===== src/rtl/uart_tx_block.sv =====
// UART transmitter: frames a parallel word as start, LSB-first data, optional
// even parity and stop bit, each bit held for BIT_PERIOD clock cycles.
module uart_tx_block #(
    parameter int unsigned BIT_PERIOD = 10,
    parameter int unsigned DATA_BITS  = 8,
    parameter int unsigned PARITY_EN  = 0
) (
    input  logic                 clk,
    input  logic                 rst,
    input  logic [DATA_BITS-1:0] tx_data,
    input  logic                 tx_start,
    output logic                 busy,
    output logic                 tx_done,
    output logic                 serial_out
);

    localparam int unsigned CNT_W = (BIT_PERIOD > 1) ? $clog2(BIT_PERIOD) : 1;
    localparam int unsigned IDX_W = $clog2(DATA_BITS + 1);

    typedef enum logic [2:0] {
        IDLE,
        START,
        DATA,
        PARITY,
        STOP
    } state_t;

    state_t               state;
    logic [CNT_W-1:0]     bit_cnt;
    logic [IDX_W-1:0]     bit_idx;
    logic [DATA_BITS-1:0] shreg;
    logic                 par_bit;
    logic                 bit_tick;
    logic                 last_bit;

    // bit_cnt runs 0..BIT_PERIOD-1 (the 1..BIT_PERIOD count offset by one); its wrap ends a bit
    assign bit_tick = (bit_cnt == CNT_W'(BIT_PERIOD - 1));
    assign last_bit = (bit_idx == IDX_W'(DATA_BITS - 1));

    always_ff @(posedge clk) begin
        if (rst) begin
            state      <= IDLE;
            serial_out <= 1'b1;
            busy       <= 1'b0;
            tx_done    <= 1'b0;
            bit_cnt    <= '0;
            bit_idx    <= '0;
            shreg      <= '0;
            par_bit    <= 1'b0;
        end else begin
            tx_done <= 1'b0;
            if (state != IDLE) begin
                bit_cnt <= bit_tick ? '0 : bit_cnt + CNT_W'(1);
            end
            case (state)
                IDLE: begin
                    serial_out <= 1'b1;
                    busy       <= 1'b0;
                    if (tx_start) begin
                        shreg      <= tx_data;
                        par_bit    <= ^tx_data;
                        bit_cnt    <= '0;
                        serial_out <= 1'b0;
                        busy       <= 1'b1;
                        state      <= START;
                    end
                end
                START: begin
                    if (bit_tick) begin
                        state      <= DATA;
                        bit_idx    <= '0;
                        serial_out <= shreg[0];
                    end
                end
                DATA: begin
                    if (bit_tick) begin
                        if (last_bit) begin
                            if (PARITY_EN != 0) begin
                                state      <= PARITY;
                                serial_out <= par_bit;
                            end else begin
                                state      <= STOP;
                                serial_out <= 1'b1;
                            end
                        end else begin
                            // next data bit sits in shreg[1] before the shift lands
                            bit_idx    <= bit_idx + IDX_W'(1);
                            shreg      <= shreg >> 1;
                            serial_out <= shreg[1];
                        end
                    end
                end
                PARITY: begin
                    if (bit_tick) begin
                        state      <= STOP;
                        serial_out <= 1'b1;
                    end
                end
                STOP: begin
                    if (bit_tick) begin
                        state      <= IDLE;
                        busy       <= 1'b0;
                        tx_done    <= 1'b1;
                        serial_out <= 1'b1;
                    end
                end
                default: begin
                    state      <= IDLE;
                    serial_out <= 1'b1;
                    busy       <= 1'b0;
                end
            endcase
        end
    end

endmodule


===== config.mk =====
export PLATFORM = sky130hd
export DESIGN_NAME = uart_tx_block
export DESIGN_NICKNAME = d
export VERILOG_FILES = /design/src/rtl/uart_tx_block.sv
export SDC_FILE = /design/constraint.sdc
export NUM_CORES = 1
export LEC_CHECK = 0
export BUFFER_PORTS_ARGS = -buffer_cell sky130_fd_sc_hd__buf_2
export CORE_MARGIN = 2
export CORE_UTILIZATION = 55
export DETAILED_ROUTE_END_ITERATION = 10
export PLACE_DENSITY = 0.83
export SYNTH_ARGS = -nofsm -noshare
export SYNTH_HDL_FRONTEND = slang
export SYNTH_SLANG_ARGS = --single-unit

===== constraint.sdc =====
create_clock -name clk -period 2.2 [get_ports clk]
set_input_delay 0.33 -clock clk [delete_from_list [all_inputs] [get_ports clk]]
set_output_delay 0.33 -clock clk [all_outputs]
set_load 0.01 [all_outputs]

==> results of run 1 <==
-- how the worst max path moves through the flow --
| stage | startpoint | slack (ns) | cells after the start | endpoint |
|---|---|---|---|---|
| after detailed placement | state[0]$_SDFFE_PP0P_ | 0.36 | 4 | bit_idx[3]$_SDFFE_PP0P_ |
| after floorplan | bit_idx[0]$_SDFFE_PP0P_ | 0.50 | 5 | bit_idx[3]$_SDFFE_PP0P_ |
| final | state[0]$_SDFFE_PP0P_ | 0.31 | 4 | bit_idx[3]$_SDFFE_PP0P_ |
| after global routing | state[0]$_SDFFE_PP0P_ | 0.20 | 4 | bit_idx[3]$_SDFFE_PP0P_ |
| after CTS | state[0]$_SDFFE_PP0P_ | 0.31 | 4 | bit_idx[3]$_SDFFE_PP0P_ |
| after global placement | state[0]$_SDFFE_PP0P_ | 0.42 | 4 | bit_idx[3]$_SDFFE_PP0P_ |
-- logic make-up (layout without fill, tap and decap cells) --
kind of cell,count (synthesis),count (layout),share of synthesized area
compound gates,49,49,0.261
simple gates,47,47,0.229
flops,22,22,0.371
buf+inv,14,22,0.0463
mux,7,7,0.0589
fa+ha+maj,2,2,0.0189
xor+xnor,2,2,0.0147
-- power by group through the flow --
stage | sequential [mW] | combinational (mW) | clock [mW]
global placement | 0.477 | 0.207 | 0
floorplan | 0.465 | 0.176 | 0
finish | 0.472 | 0.212 | 0.181
detailed placement | 0.480 | 0.212 | 0
CTS | 0.472 | 0.213 | 0.185
global route | 0.479 | 0.241 | 0.201
-- routing by layer --
layer / GRT usage / vias up
met2: 0.331 / 30
met3: 0.0417 / 5
met4: 0.0631 / 0
li1: - / 552
met5: 0 / -
met1: 0.311 / 511
-- worst reg2reg max path, cell delays in order, from the launching register on --
cell                       delay, ns
sky130_fd_sc_hd__dfxtp_1        0.65
sky130_fd_sc_hd__nor4bb_1       0.13
sky130_fd_sc_hd__or4_4          0.54
sky130_fd_sc_hd__or3_1          0.36
sky130_fd_sc_hd__a21oi_1        0.15
-- synthesized netlist by cell type, types with 2 or more instances --
library cell,count,share of area
sky130_fd_sc_hd__nor3_1,3,0.013
sky130_fd_sc_hd__buf_2,2,0.0084
sky130_fd_sc_hd__a211oi_1,10,0.063
sky130_fd_sc_hd__xnor2_1,2,0.015
sky130_fd_sc_hd__a21o_1,2,0.013
sky130_fd_sc_hd__o21ai_0,9,0.038
sky130_fd_sc_hd__inv_1,3,0.0095
sky130_fd_sc_hd__nand3_1,5,0.021
sky130_fd_sc_hd__nand2b_1,2,0.011
sky130_fd_sc_hd__mux2i_1,7,0.059
sky130_fd_sc_hd__dfxtp_1,22,0.37
sky130_fd_sc_hd__buf_1,2,0.0063
sky130_fd_sc_hd__nand2_1,5,0.016
sky130_fd_sc_hd__clkbuf_1,7,0.022
sky130_fd_sc_hd__a21oi_1,17,0.072
sky130_fd_sc_hd__or2_2,2,0.011
sky130_fd_sc_hd__or3_1,3,0.016
sky130_fd_sc_hd__nor2_1,13,0.041
sky130_fd_sc_hd__nand3b_1,3,0.019
-- flip-flops by register name, summed over array words and instances (netlist names) --
| signal | cells |
|---|---|
| state | 3 |
| serial_out | 1 |
| tx_done | 1 |
| shreg | 8 |
| bit_cnt | 4 |
| bit_idx | 4 |
| busy | 1 |
-- final cells by class --
cell class / instances / area share
clock buffer: 3 / 0.0175
inverter: 3 / 0.00874
multi-input combinational: 107 / 0.538
sequential: 22 / 0.342
tap: 27 / 0.0262
timing repair buffer: 16 / 0.0680
==> qor.json, run 1 <==
{
  "status": "finished clean",
  "tritoncts": "yes",
  "met2RoutedLength_mm": 1.07,
  "first_global_vias": 960,
  "grt_start_max_net_pins": 26,
  "post_route_cells_drive_above_1_share": 0.166,
  "route.detailed.drc": 0,
  "synthFlopType": "sky130_fd_sc_hd__dfxtp_1",
  "buffer_type_at_the_clock_tree_root": "sky130_fd_sc_hd__clkbuf_4",
  "clk_pin_slew_ns": 0.12,
  "finish.cell_count_without_fillers": 178,
  "place.detailed.hpwl_mm": 1.65,
  "dr_wl_met3_um": 120,
  "final_critical_delay_including_setup_and_external_delays_ns": 1.89,
  "powerDensity_mw_per_mm2": 672,
  "wl_per_cell_um": 13.2,
  "worst_ep_arrival_time_ns": 2.13,
  "critical_path.reg2reg.startpoint": "state[0]$_SDFFE_PP0P_",
  "sequentialPowerShare": 0.546,
  "maximum_buffer_depth_of_the_clock_tree": 2,
  "sequential_cell_area_um2": 440,
  "timing.hold.worst.start": "tx_data[1]",
  "clock_skew_ns": 0.00387,
  "clkLatencyLatePin_ns": 0.30,
  "numCtsBuffers": 3,
  "final_net_count": 165,
  "holdPathStages": 3,
  "drt_first_iter_violations": 39,
  "power.share.switching": 0.311,
  "slew-limit-headroom": 0.645,
  "setup_slack_of_the_worst_register_to_register_path_ns": 0.31,
  "commonest_non_fill_non_tap_cell_in_the_layout": "sky130_fd_sc_hd__dfxtp_1",
  "std_cell_rows": 16,
  "post_cts.resized_instances": 0,
  "pre_cts_slack_ns": 0.364,
  "synth_warnings": 0,
  "fill_cells": 184,
  "synth.yosys.seq_area_share": 0.371,
  "drt_pass1_iterations": 4,
  "cp_cell_sequence": "nor4bb_1, or4_4, or3_1, a21oi_1",
  "async_set_or_reset_register_ratio_after_synthesis": 0,
  "switching_power_of_the_nets_mw": 0.269,
  "worst_r2r_endpoint": "bit_idx[3]$_SDFFE_PP0P_",
  "layout.core_utilization": 0.644,
  "synth_edf_count": 0,
  "routed-via-count": 1098,
  "crit_slowest_cell": "sky130_fd_sc_hd__dfxtp_1",
  "global_route.overflow_total": 0,
  "cts_post_setup_buffers_inserted": 0,
  "final_cell_area_mm2": 0.00129,
  "tightestPinTransition_ns": 0.531,
  "antenna_cells": 0,
  "fin_tns_setup_ns": 0,
  "syn-instance-count": 143,
  "power.ir.vdd_worst_mv": 0.489,
  "syn-num-nets": 155,
  "hold_violations": 0,
  "fp.dieH_um": 50.5,
  "area_growth_pct": 8.42,
  "routed_wirelength_mm": 2.34,
  "grt_pass1_wl_mm": 4.33,
  "dieArea_mm2": 0.00255,
  "route.detailed.vias_per_inst": 6.17,
  "highest_routing_layer_actually_used": "met4",
  "drtAntennaViolNets": 0,
  "p_int_mw": 0.597,
  "slowest_delay_ns": 0.65,
  "metal_1_wl_mm": 1.12,
  "leakagePower_nw": 0.468,
  "grt_antenna_before_repair": 0,
  "fmax_ghz": 0.529,
  "htree_levels": 1,
  "power.clock.fraction": 0.209,
  "syn-mean-instance-area_um2": 8.31,
  "routability_congestion_estimate_from_global_placement": 0.812,
  "worst-path-max-fanout": 17,
  "clock-sinks": 22,
  "holdWs_ns": 0.352,
  "groute.usage.overall": 0.217,
  "cp-start-kind": "flop",
  "rsz0062_at_grt": "false",
  "final_critical_path_setup_slack_ns": 0.310,
  "final_cell_mix": "22 x sky130_fd_sc_hd__dfxtp_1, 17 x sky130_fd_sc_hd__a21oi_1, 13 x sky130_fd_sc_hd__nor2_1, 13 x sky130_fd_sc_hd__buf_2, 10 x sky130_fd_sc_hd__a211oi_1",
  "dieWidth_um": 50.5,
  "timing_max_transition_violations_final": 0,
  "numPortBuffers": 13,
  "number_of_synthesized_register_bits": 22,
  "netlist_area_mm2": 0.00119,
  "worstPathBufferInverterCount": 0,
  "timing_worst_setup_path_type": "reg -> reg",
  "p_comb_frac": 0.245,
  "finalPower_mw": 0.866,
  "maxCapViolCount": 0,
  "netlist-cell-type-count": 43,
  "cts_hold_buffers": 0,
  "finalSetupViolations": 0,
  "footprint_of_the_multi_input_gates_um2": 693,
  "min_period_over_period": 0.859,
  "worst-r2r-cell-count": 4,
  "placed_cells": 175,
  "kind_of_end_point_of_the_critical_path": "flop",
  "cp_data_required_time_ns": 2.44,
  "detailed_place.area_mm2": 0.00127,
  "boundaryPins": 14,
  "initial_core_util": 0.594,
  "coreArea_mm2": 0.00200,
  "min_to": "shreg[1]$_SDFFE_PP0P_",
  "timing.hold.worst.class": "in -> reg",
  "cp_top_family": "simple AND/OR/NAND/NOR gates"
}
No activity file was read; power rests on OpenSTA's default activity.
==> run 2: changes to the inputs <==
PLACE_DENSITY = 0.76   (was 0.83)
==> run 2 against run 1 <==
Register-to-register slack gained 0.04 ns. Sequential power is essentially flat. Largest power group unchanged. Cell area grew 2.2%.
==> qor.json, run 2 (same netlist as run 1, synthesis figures left out) <==
{
  "detailed_place.area": {"value": 0.00128, "unit": "mm2", "change": "+1.2%"},
  "cp-start-kind": "flop",
  "numCtsBuffers": {"value": 3, "change": "unchanged"},
  "cp_top_family": "simple AND/OR/NAND/NOR gates",
  "dieWidth": {"value": 50.5, "unit": "um", "change": "unchanged"},
  "slew-limit-headroom": {"value": 0.684, "change": "+0.0386"},
  "kind_of_end_point_of_the_critical_path": "flop",
  "maximum_buffer_depth_of_the_clock_tree": {"value": 2, "change": "unchanged"},
  "clkLatencyLatePin": {"value": 0.32, "unit": "ns", "change": "+0.02 ns"},
  "first_global_vias": {"value": 957, "change": "-0.31%"},
  "finalPower": {"value": 0.925, "unit": "mW", "change": "+6.9%"},
  "global_route.overflow_total": {"value": 0, "change": "unchanged"},
  "boundaryPins": {"value": 14, "change": "unchanged"},
  "setup_slack_of_the_worst_register_to_register_path": {"value": 0.35, "unit": "ns", "change": "+0.04 ns"},
  "drt_pass1_iterations": {"value": 4, "change": "unchanged"},
  "clk_pin_slew": {"value": 0.13, "unit": "ns", "change": "about the same"},
  "largestRegisters": "shreg: 8 flops, bit_cnt: 4 flops, bit_idx: 4 flops",
  "htree_levels": {"value": 1, "change": "unchanged"},
  "cp_cell_sequence": "ha_1, nor4bb_1, or4_4, or3_1, a21oi_1",
  "numPortBuffers": {"value": 13, "change": "unchanged"},
  "buffer_type_at_the_clock_tree_root": "sky130_fd_sc_hd__clkbuf_4",
  "min_period_over_period": {"value": 0.840, "change": "-0.0188"},
  "grt_antenna_before_repair": {"value": 0, "change": "unchanged"},
  "initial_core_util": {"value": 0.594, "change": "unchanged"},
  "finish.cell_count_without_fillers": {"value": 181, "change": "+1.7%"},
  "antenna_cells": {"value": 0, "change": "unchanged"},
  "final_cell_area": {"value": 0.00132, "unit": "mm2", "change": "+2.2%"},
  "routed-via-count": {"value": 1100, "change": "+0.18%"},
  "timing_worst_setup_path_type": "reg -> reg",
  "cts_post_setup_buffers_inserted": {"value": 0, "change": "unchanged"},
  "largest_register_ff_count": {"value": 8, "change": "unchanged"},
  "status": "finished clean",
  "route.detailed.vias_per_inst": {"value": 6.08, "change": "-1.5%"},
  "crit_slowest_cell": "sky130_fd_sc_hd__or4_4",
  "grt_pass1_wl": {"value": 4.49, "unit": "mm", "change": "+3.8%"},
  "drtAntennaViolNets": {"value": 0, "change": "unchanged"},
  "route.detailed.drc": {"value": 0, "change": "unchanged"},
  "timing.hold.worst.class": "in -> reg",
  "dieArea": {"value": 0.00255, "unit": "mm2", "change": "unchanged"},
  "cp_data_required_time": {"value": 2.45, "unit": "ns", "change": "about the same"},
  "final_critical_path_setup_slack": {"value": 0.351, "unit": "ns", "change": "+0.0413 ns"},
  "fmax": {"value": 0.541, "unit": "GHz", "change": "+2.2%"},
  "cts_hold_buffers": {"value": 0, "change": "unchanged"},
  "leakagePower": {"value": 0.486, "unit": "nW", "change": "+3.8%"},
  "pre_cts_slack": {"value": 0.381, "unit": "ns", "change": "+0.0177 ns"},
  "drt_first_iter_violations": {"value": 22, "change": "-44%"},
  "finalSetupViolations": {"value": 0, "change": "unchanged"},
  "tritoncts": "yes",
  "groute.usage.overall": {"value": 0.231, "change": "+0.0138"},
  "post_route_cells_drive_above_1_share": {"value": 0.182, "change": "+0.0163"},
  "routability_congestion_estimate_from_global_placement": {"value": 0.814, "change": "+0.28%"},
  "worstPathBufferInverterCount": {"value": 0, "change": "unchanged"},
  "placed_cells": {"value": 177, "change": "+1.1%"},
  "slowest_delay": {"value": 0.53, "unit": "ns", "change": "-0.12 ns"},
  "final_critical_delay_including_setup_and_external_delays": {"value": 1.85, "unit": "ns", "change": "-0.0413 ns"},
  "registers.top_by_ff_count": "shreg",
  "area_growth_pct": 10.8,
  "fin_tns_setup": {"value": 0, "unit": "ns", "change": "unchanged"},
  "wl_per_cell": {"value": 14.0, "unit": "um", "change": "+6.4%"},
  "power.ir.vdd_worst": {"value": 0.510, "unit": "mV", "change": "+4.3%"},
  "maxCapViolCount": {"value": 0, "change": "unchanged"},
  "final_cell_mix": "22 x sky130_fd_sc_hd__dfxtp_1, 17 x sky130_fd_sc_hd__a21oi_1, 13 x sky130_fd_sc_hd__nor2_1, 13 x sky130_fd_sc_hd__buf_2, 10 x sky130_fd_sc_hd__a211oi_1",
  "std_cell_rows": {"value": 16, "change": "unchanged"},
  "hold_violations": {"value": 0, "change": "unchanged"},
  "final_net_count": {"value": 167, "change": "+1.2%"},
  "commonest_non_fill_non_tap_cell_in_the_layout": "sky130_fd_sc_hd__dfxtp_1",
  "grt_start_max_net_pins": {"value": 25, "change": "-3.8%"},
  "tightestPinTransition": {"value": 0.468, "unit": "ns", "change": "-0.0637 ns"},
  "routed_wirelength": {"value": 2.54, "unit": "mm", "change": "+8.2%"},
  "worst_ep_arrival_time": {"value": 2.10, "unit": "ns", "change": "-0.03 ns"},
  "clock_skew": {"value": 0.00668, "unit": "ns", "change": "+0.00281 ns"},
  "rsz0062_at_grt": "false",
  "layout.core_utilization": {"value": 0.658, "change": "+0.0144"},
  "holdWs": {"value": 0.324, "unit": "ns", "change": "-0.0279 ns"},
  "clock-sinks": {"value": 22, "change": "unchanged"},
  "timing_max_transition_violations_final": {"value": 0, "change": "unchanged"},
  "powerDensity": {"value": 702, "unit": "mW/mm2", "change": "+4.5%"},
  "place.detailed.hpwl": {"value": 1.76, "unit": "mm", "change": "+7.0%"},
  "worst-path-max-fanout": {"value": 6, "change": "-11"},
  "post_cts.resized_instances": {"value": 0, "change": "unchanged"},
  "fp.dieH": {"value": 50.5, "unit": "um", "change": "unchanged"},
  "coreArea": {"value": 0.00200, "unit": "mm2", "change": "unchanged"}
}
==> run 2: cell types whose count changed in the layout (fill, tap and decap cells not counted) <==
cell and change:
sky130_fd_sc_hd__buf_4 +2, sky130_fd_sc_hd__clkbuf_8 +1
==> run 2: worst reg2reg max path, stage by stage, from the launching register on <==
cell                       delay (ns)
sky130_fd_sc_hd__dfxtp_1         0.35
sky130_fd_sc_hd__ha_1            0.24
sky130_fd_sc_hd__nor4bb_1        0.16
sky130_fd_sc_hd__or4_4           0.53
sky130_fd_sc_hd__or3_1           0.36
sky130_fd_sc_hd__a21oi_1         0.15
==> run 2: per-layer routing <==
metal	vias up	share of wire	track usage
li1	550	-	-
met2	28	0.46	0.362
met1	517	0.48	0.315
met4	0	0.018	0.0946
met5	-	0	0
met3	5	0.036	0.0357
==> run 2: area by class of cell <==
cell class                 instances  area [um2]
clock buffer                       4        36.3
fill                             179         684
inverter                           3        11.3
multi-input combinational        107         693
sequential                        22         440
tap                               27        33.8
timing repair buffer              18         103
==> run 2: worst paths after layout <==
kind                      startpoint                 endpoint  cells after the start
max          bit_idx[0]$_SDFFE_PP0P_  bit_idx[3]$_SDFFE_PP0P_                      5
min                       tx_data[4]    shreg[4]$_SDFFE_PP0P_                      3
max reg2reg  bit_idx[0]$_SDFFE_PP0P_  bit_idx[3]$_SDFFE_PP0P_                      5
min reg2reg  serial_out$_SDFFE_PP1P_  serial_out$_SDFFE_PP1P_                      2
==> run 2: power by group <==
group	total, mW	leakage (nW)	switching, mW	internal, mW
clock network	0.233	0.0210	0.132	0.101
registers	0.470	0.180	0.0356	0.435
logic	0.222	0.285	0.121	0.101
total	0.925	0.486	0.288	0.637
==> run 3: changes to the inputs <==
clock period = 1.85 ns   (was 2.2 ns; I/O delays follow)
==> run 3 against run 2 <==
Sequential power rose by 16%. Final cell count rose by 0.55%. Via count is 1.3% lower. Clock power down 7%. Critical path depth down 1. Worst hold slack got worse by 0.029 ns. Maximum frequency up 6.4%. Combinational power increased by 26%. Largest power group unchanged.
==> qor.json, run 3 (same netlist as run 1, synthesis figures left out) <==
{
  "worst-path-max-fanout": {"value": 7, "change": "+1"},
  "power.share.switching": {"value": 0.312, "change": "+0.000992"},
  "finish.cell_count_without_fillers": {"value": 182, "change": "+0.55%"},
  "p_int": {"value": 0.717, "unit": "mW", "change": "+13%"},
  "drtAntennaViolNets": {"value": 0, "change": "unchanged"},
  "met1_usage": {"value": 0.311, "change": "-0.00431"},
  "routed-via-count": {"value": 1086, "change": "-1.3%"},
  "min_to": "shreg[5]$_SDFFE_PP0P_",
  "groute.usage.overall": {"value": 0.228, "change": "-0.00203"},
  "final_critical_delay_including_setup_and_external_delays": {"value": 1.74, "unit": "ns", "change": "-0.111 ns"},
  "slew-limit-headroom": {"value": 0.604, "change": "-0.0796"},
  "initial_core_util": {"value": 0.594, "change": "unchanged"},
  "boundaryPins": {"value": 14, "change": "unchanged"},
  "route.detailed.drc": {"value": 0, "change": "unchanged"},
  "clock-sinks": {"value": 22, "change": "unchanged"},
  "crit_slowest_cell": "sky130_fd_sc_hd__or4_4",
  "fmax": {"value": 0.575, "unit": "GHz", "change": "+6.4%"},
  "cp-start-kind": "flop",
  "place.detailed.hpwl": {"value": 1.76, "unit": "mm", "change": "about the same"},
  "coreArea": {"value": 0.00200, "unit": "mm2", "change": "unchanged"},
  "std_cell_rows": {"value": 16, "change": "unchanged"},
  "grt_start_max_net_pins": {"value": 28, "change": "+12%"},
  "numCtsBuffers": {"value": 3, "change": "unchanged"},
  "maximum_buffer_depth_of_the_clock_tree": {"value": 2, "change": "unchanged"},
  "global_route.overflow_total": {"value": 0, "change": "unchanged"},
  "drt_first_iter_violations": {"value": 29, "change": "+32%"},
  "power.ir.vdd_worst": {"value": 0.555, "unit": "mV", "change": "+8.7%"},
  "clkLatencyLatePin": {"value": 0.31, "unit": "ns", "change": "about the same"},
  "placed_cells": {"value": 179, "change": "+1.1%"},
  "powerDensity": {"value": 789, "unit": "mW/mm2", "change": "+12%"},
  "grt_antenna_before_repair": {"value": 0, "change": "unchanged"},
  "met3_usage": {"value": 0.0357, "change": "unchanged"},
  "status": "finished clean",
  "largestRegisters": "shreg: 8 flops, bit_cnt: 4 flops, bit_idx: 4 flops",
  "sequential_cell_area": {"value": 442, "unit": "um2", "change": "+0.28%"},
  "final_cell_mix": "21 x sky130_fd_sc_hd__dfxtp_1, 17 x sky130_fd_sc_hd__a21oi_1, 13 x sky130_fd_sc_hd__nor2_1, 13 x sky130_fd_sc_hd__buf_2, 10 x sky130_fd_sc_hd__a211oi_1",
  "dieArea": {"value": 0.00255, "unit": "mm2", "change": "unchanged"},
  "final_critical_path_setup_slack": {"value": 0.112, "unit": "ns", "change": "-0.239 ns"},
  "setup_slack_of_the_worst_register_to_register_path": {"value": 0.11, "unit": "ns", "change": "-0.24 ns"},
  "htree_levels": {"value": 1, "change": "unchanged"},
  "clk_pin_slew": {"value": 0.11, "unit": "ns", "change": "-0.02 ns"},
  "footprint_of_the_multi_input_gates": {"value": 696, "unit": "um2", "change": "+0.36%"},
  "first_global_vias": {"value": 1028, "change": "+7.4%"},
  "grt_use_met2": {"value": 0.355, "change": "-0.00658"},
  "timing.hold.worst.start": "tx_data[5]",
  "timing_worst_setup_path_type": "reg -> reg",
  "p_comb_frac": {"value": 0.269, "change": "+0.029"},
  "finalSetupViolations": {"value": 0, "change": "unchanged"},
  "grt_pass1_wl": {"value": 4.52, "unit": "mm", "change": "+0.62%"},
  "largest_register_ff_count": {"value": 8, "change": "unchanged"},
  "critical_path.reg2reg.startpoint": "bit_cnt[1]$_SDFF_PP0_",
  "cts_hold_buffers": {"value": 0, "change": "unchanged"},
  "registers.top_by_ff_count": "shreg",
  "slowest_delay": {"value": 0.58, "unit": "ns", "change": "+0.05 ns"},
  "final_net_count": {"value": 169, "change": "+1.2%"},
  "fin_tns_setup": {"value": 0, "unit": "ns", "change": "unchanged"},
  "sequentialPowerShare": {"value": 0.524, "change": "+0.016"},
  "commonest_non_fill_non_tap_cell_in_the_layout": "sky130_fd_sc_hd__dfxtp_1",
  "cp_data_required_time": {"value": 2.10, "unit": "ns", "change": "-0.35 ns"},
  "wl_per_cell": {"value": 13.8, "unit": "um", "change": "-1.6%"},
  "switching_power_of_the_nets": {"value": 0.326, "unit": "mW", "change": "+13%"},
  "area_growth_pct": 11.3,
  "pre_cts_slack": {"value": 0.0810, "unit": "ns", "change": "-0.300 ns"},
  "cp_top_family": "simple AND/OR/NAND/NOR gates",
  "antenna_cells": {"value": 0, "change": "unchanged"},
  "tightestPinTransition": {"value": 0.592, "unit": "ns", "change": "+0.124 ns"},
  "worst-r2r-cell-count": {"value": 4, "change": "-1"},
  "dieWidth": {"value": 50.5, "unit": "um", "change": "unchanged"},
  "clock_skew": {"value": 0.00222, "unit": "ns", "change": "-0.00446 ns"},
  "drt_pass1_iterations": {"value": 4, "change": "unchanged"},
  "leakagePower": {"value": 0.488, "unit": "nW", "change": "+0.28%"},
  "maxCapViolCount": {"value": 0, "change": "unchanged"},
  "gr-max-usage-layer": "met2",
  "timing_max_transition_violations_final": {"value": 0, "change": "unchanged"},
  "numPortBuffers": {"value": 13, "change": "unchanged"},
  "kind_of_end_point_of_the_critical_path": "flop",
  "worst_ep_arrival_time": {"value": 1.99, "unit": "ns", "change": "-0.11 ns"},
  "routed_wirelength": {"value": 2.51, "unit": "mm", "change": "-1.1%"},
  "post_route_cells_drive_above_1_share": {"value": 0.200, "change": "+0.0182"},
  "min_period_over_period": {"value": 0.939, "change": "+0.0991"},
  "hold_violations": {"value": 0, "change": "unchanged"},
  "rsz0062_at_grt": "false",
  "fp.dieH": {"value": 50.5, "unit": "um", "change": "unchanged"},
  "worstPathBufferInverterCount": {"value": 0, "change": "unchanged"},
  "buffer_type_at_the_clock_tree_root": "sky130_fd_sc_hd__clkbuf_4",
  "cp_cell_sequence": "nand4bb_1, or4_4, or3_1, a21oi_1",
  "timing.hold.worst.class": "in -> reg",
  "worst_r2r_endpoint": "bit_idx[3]$_SDFFE_PP0P_",
  "fill_cells": {"value": 187, "change": "+4.5%"},
  "routability_congestion_estimate_from_global_placement": {"value": 0.823, "change": "+1.2%"},
  "holdPathStages": {"value": 3, "change": "unchanged"},
  "power.clock.fraction": {"value": 0.207, "change": "-0.045"},
  "tritoncts": "yes",
  "cts_post_setup_buffers_inserted": {"value": 0, "change": "unchanged"},
  "route.detailed.vias_per_inst": {"value": 5.97, "change": "-1.8%"}
}
## run 3: final cells by class
cell class              count  area share
inverters                   3     0.00851
well taps                  27      0.0255
repair buffers             20      0.0889
multi-input cells         107       0.526
clock buffers               3      0.0170
flip-flops and latches     22       0.334
## run 3: tightest hold or removal path, cell delays in order
cell and delay (ns):
sky130_fd_sc_hd__buf_2 0.09, sky130_fd_sc_hd__mux2i_1 0.11, sky130_fd_sc_hd__a211oi_1 0.08
## run 3: how the worst max path moves through the flow
stage	from	endpoint	cells after the start
final	bit_cnt[1]$_SDFF_PP0_	bit_idx[3]$_SDFFE_PP0P_	4
after global routing	bit_idx[0]$_SDFFE_PP0P_	bit_idx[3]$_SDFFE_PP0P_	5
after CTS	bit_idx[0]$_SDFFE_PP0P_	bit_idx[3]$_SDFFE_PP0P_	5
after detailed placement	bit_idx[0]$_SDFFE_PP0P_	bit_idx[3]$_SDFFE_PP0P_	5
after floorplan	bit_idx[0]$_SDFFE_PP0P_	bit_idx[3]$_SDFFE_PP0P_	5
after global placement	bit_idx[0]$_SDFFE_PP0P_	bit_idx[3]$_SDFFE_PP0P_	5
## run 3: stage by stage
step | hold WS (ns) | total power, mW | instance area, um2 | util
after floorplan | 0.449 | 0.762 | 1190 | -
after global placement | 0.448 | 0.824 | 1300 | 0.648
after detailed placement | 0.471 | 0.837 | 1300 | 0.648
after CTS | 0.299 | 1.05 | 1320 | 0.659
after global routing | 0.310 | 1.10 | 1320 | 0.661
final | 0.295 | 1.04 | 1320 | 0.661
## run 3: power by group through the flow
| stage | registers, mW | logic (mW) | clock network [mW] |
|---|---|---|---|
| after floorplan | 0.553 | 0.209 | 0 |
| after global placement | 0.554 | 0.270 | 0 |
| after detailed placement | 0.558 | 0.279 | 0 |
| after CTS | 0.546 | 0.281 | 0.220 |
| after global routing | 0.553 | 0.316 | 0.234 |
| final | 0.547 | 0.280 | 0.216 |
## run 3: timing repair
action                                  in CTS  in global routing
endpoints found under the setup margin       0                  4
endpoints found under the hold margin        0                  0
resized for setup                            0                  2
## run 3: per-layer routing
layer  up-vias  part of all wire  routed length, um
met2        29              0.45               1120
li1        561                 -                  -
met5         -                 0                  0
met3         5             0.039                 98
met1       491              0.50               1250
met4         0             0.015                 37
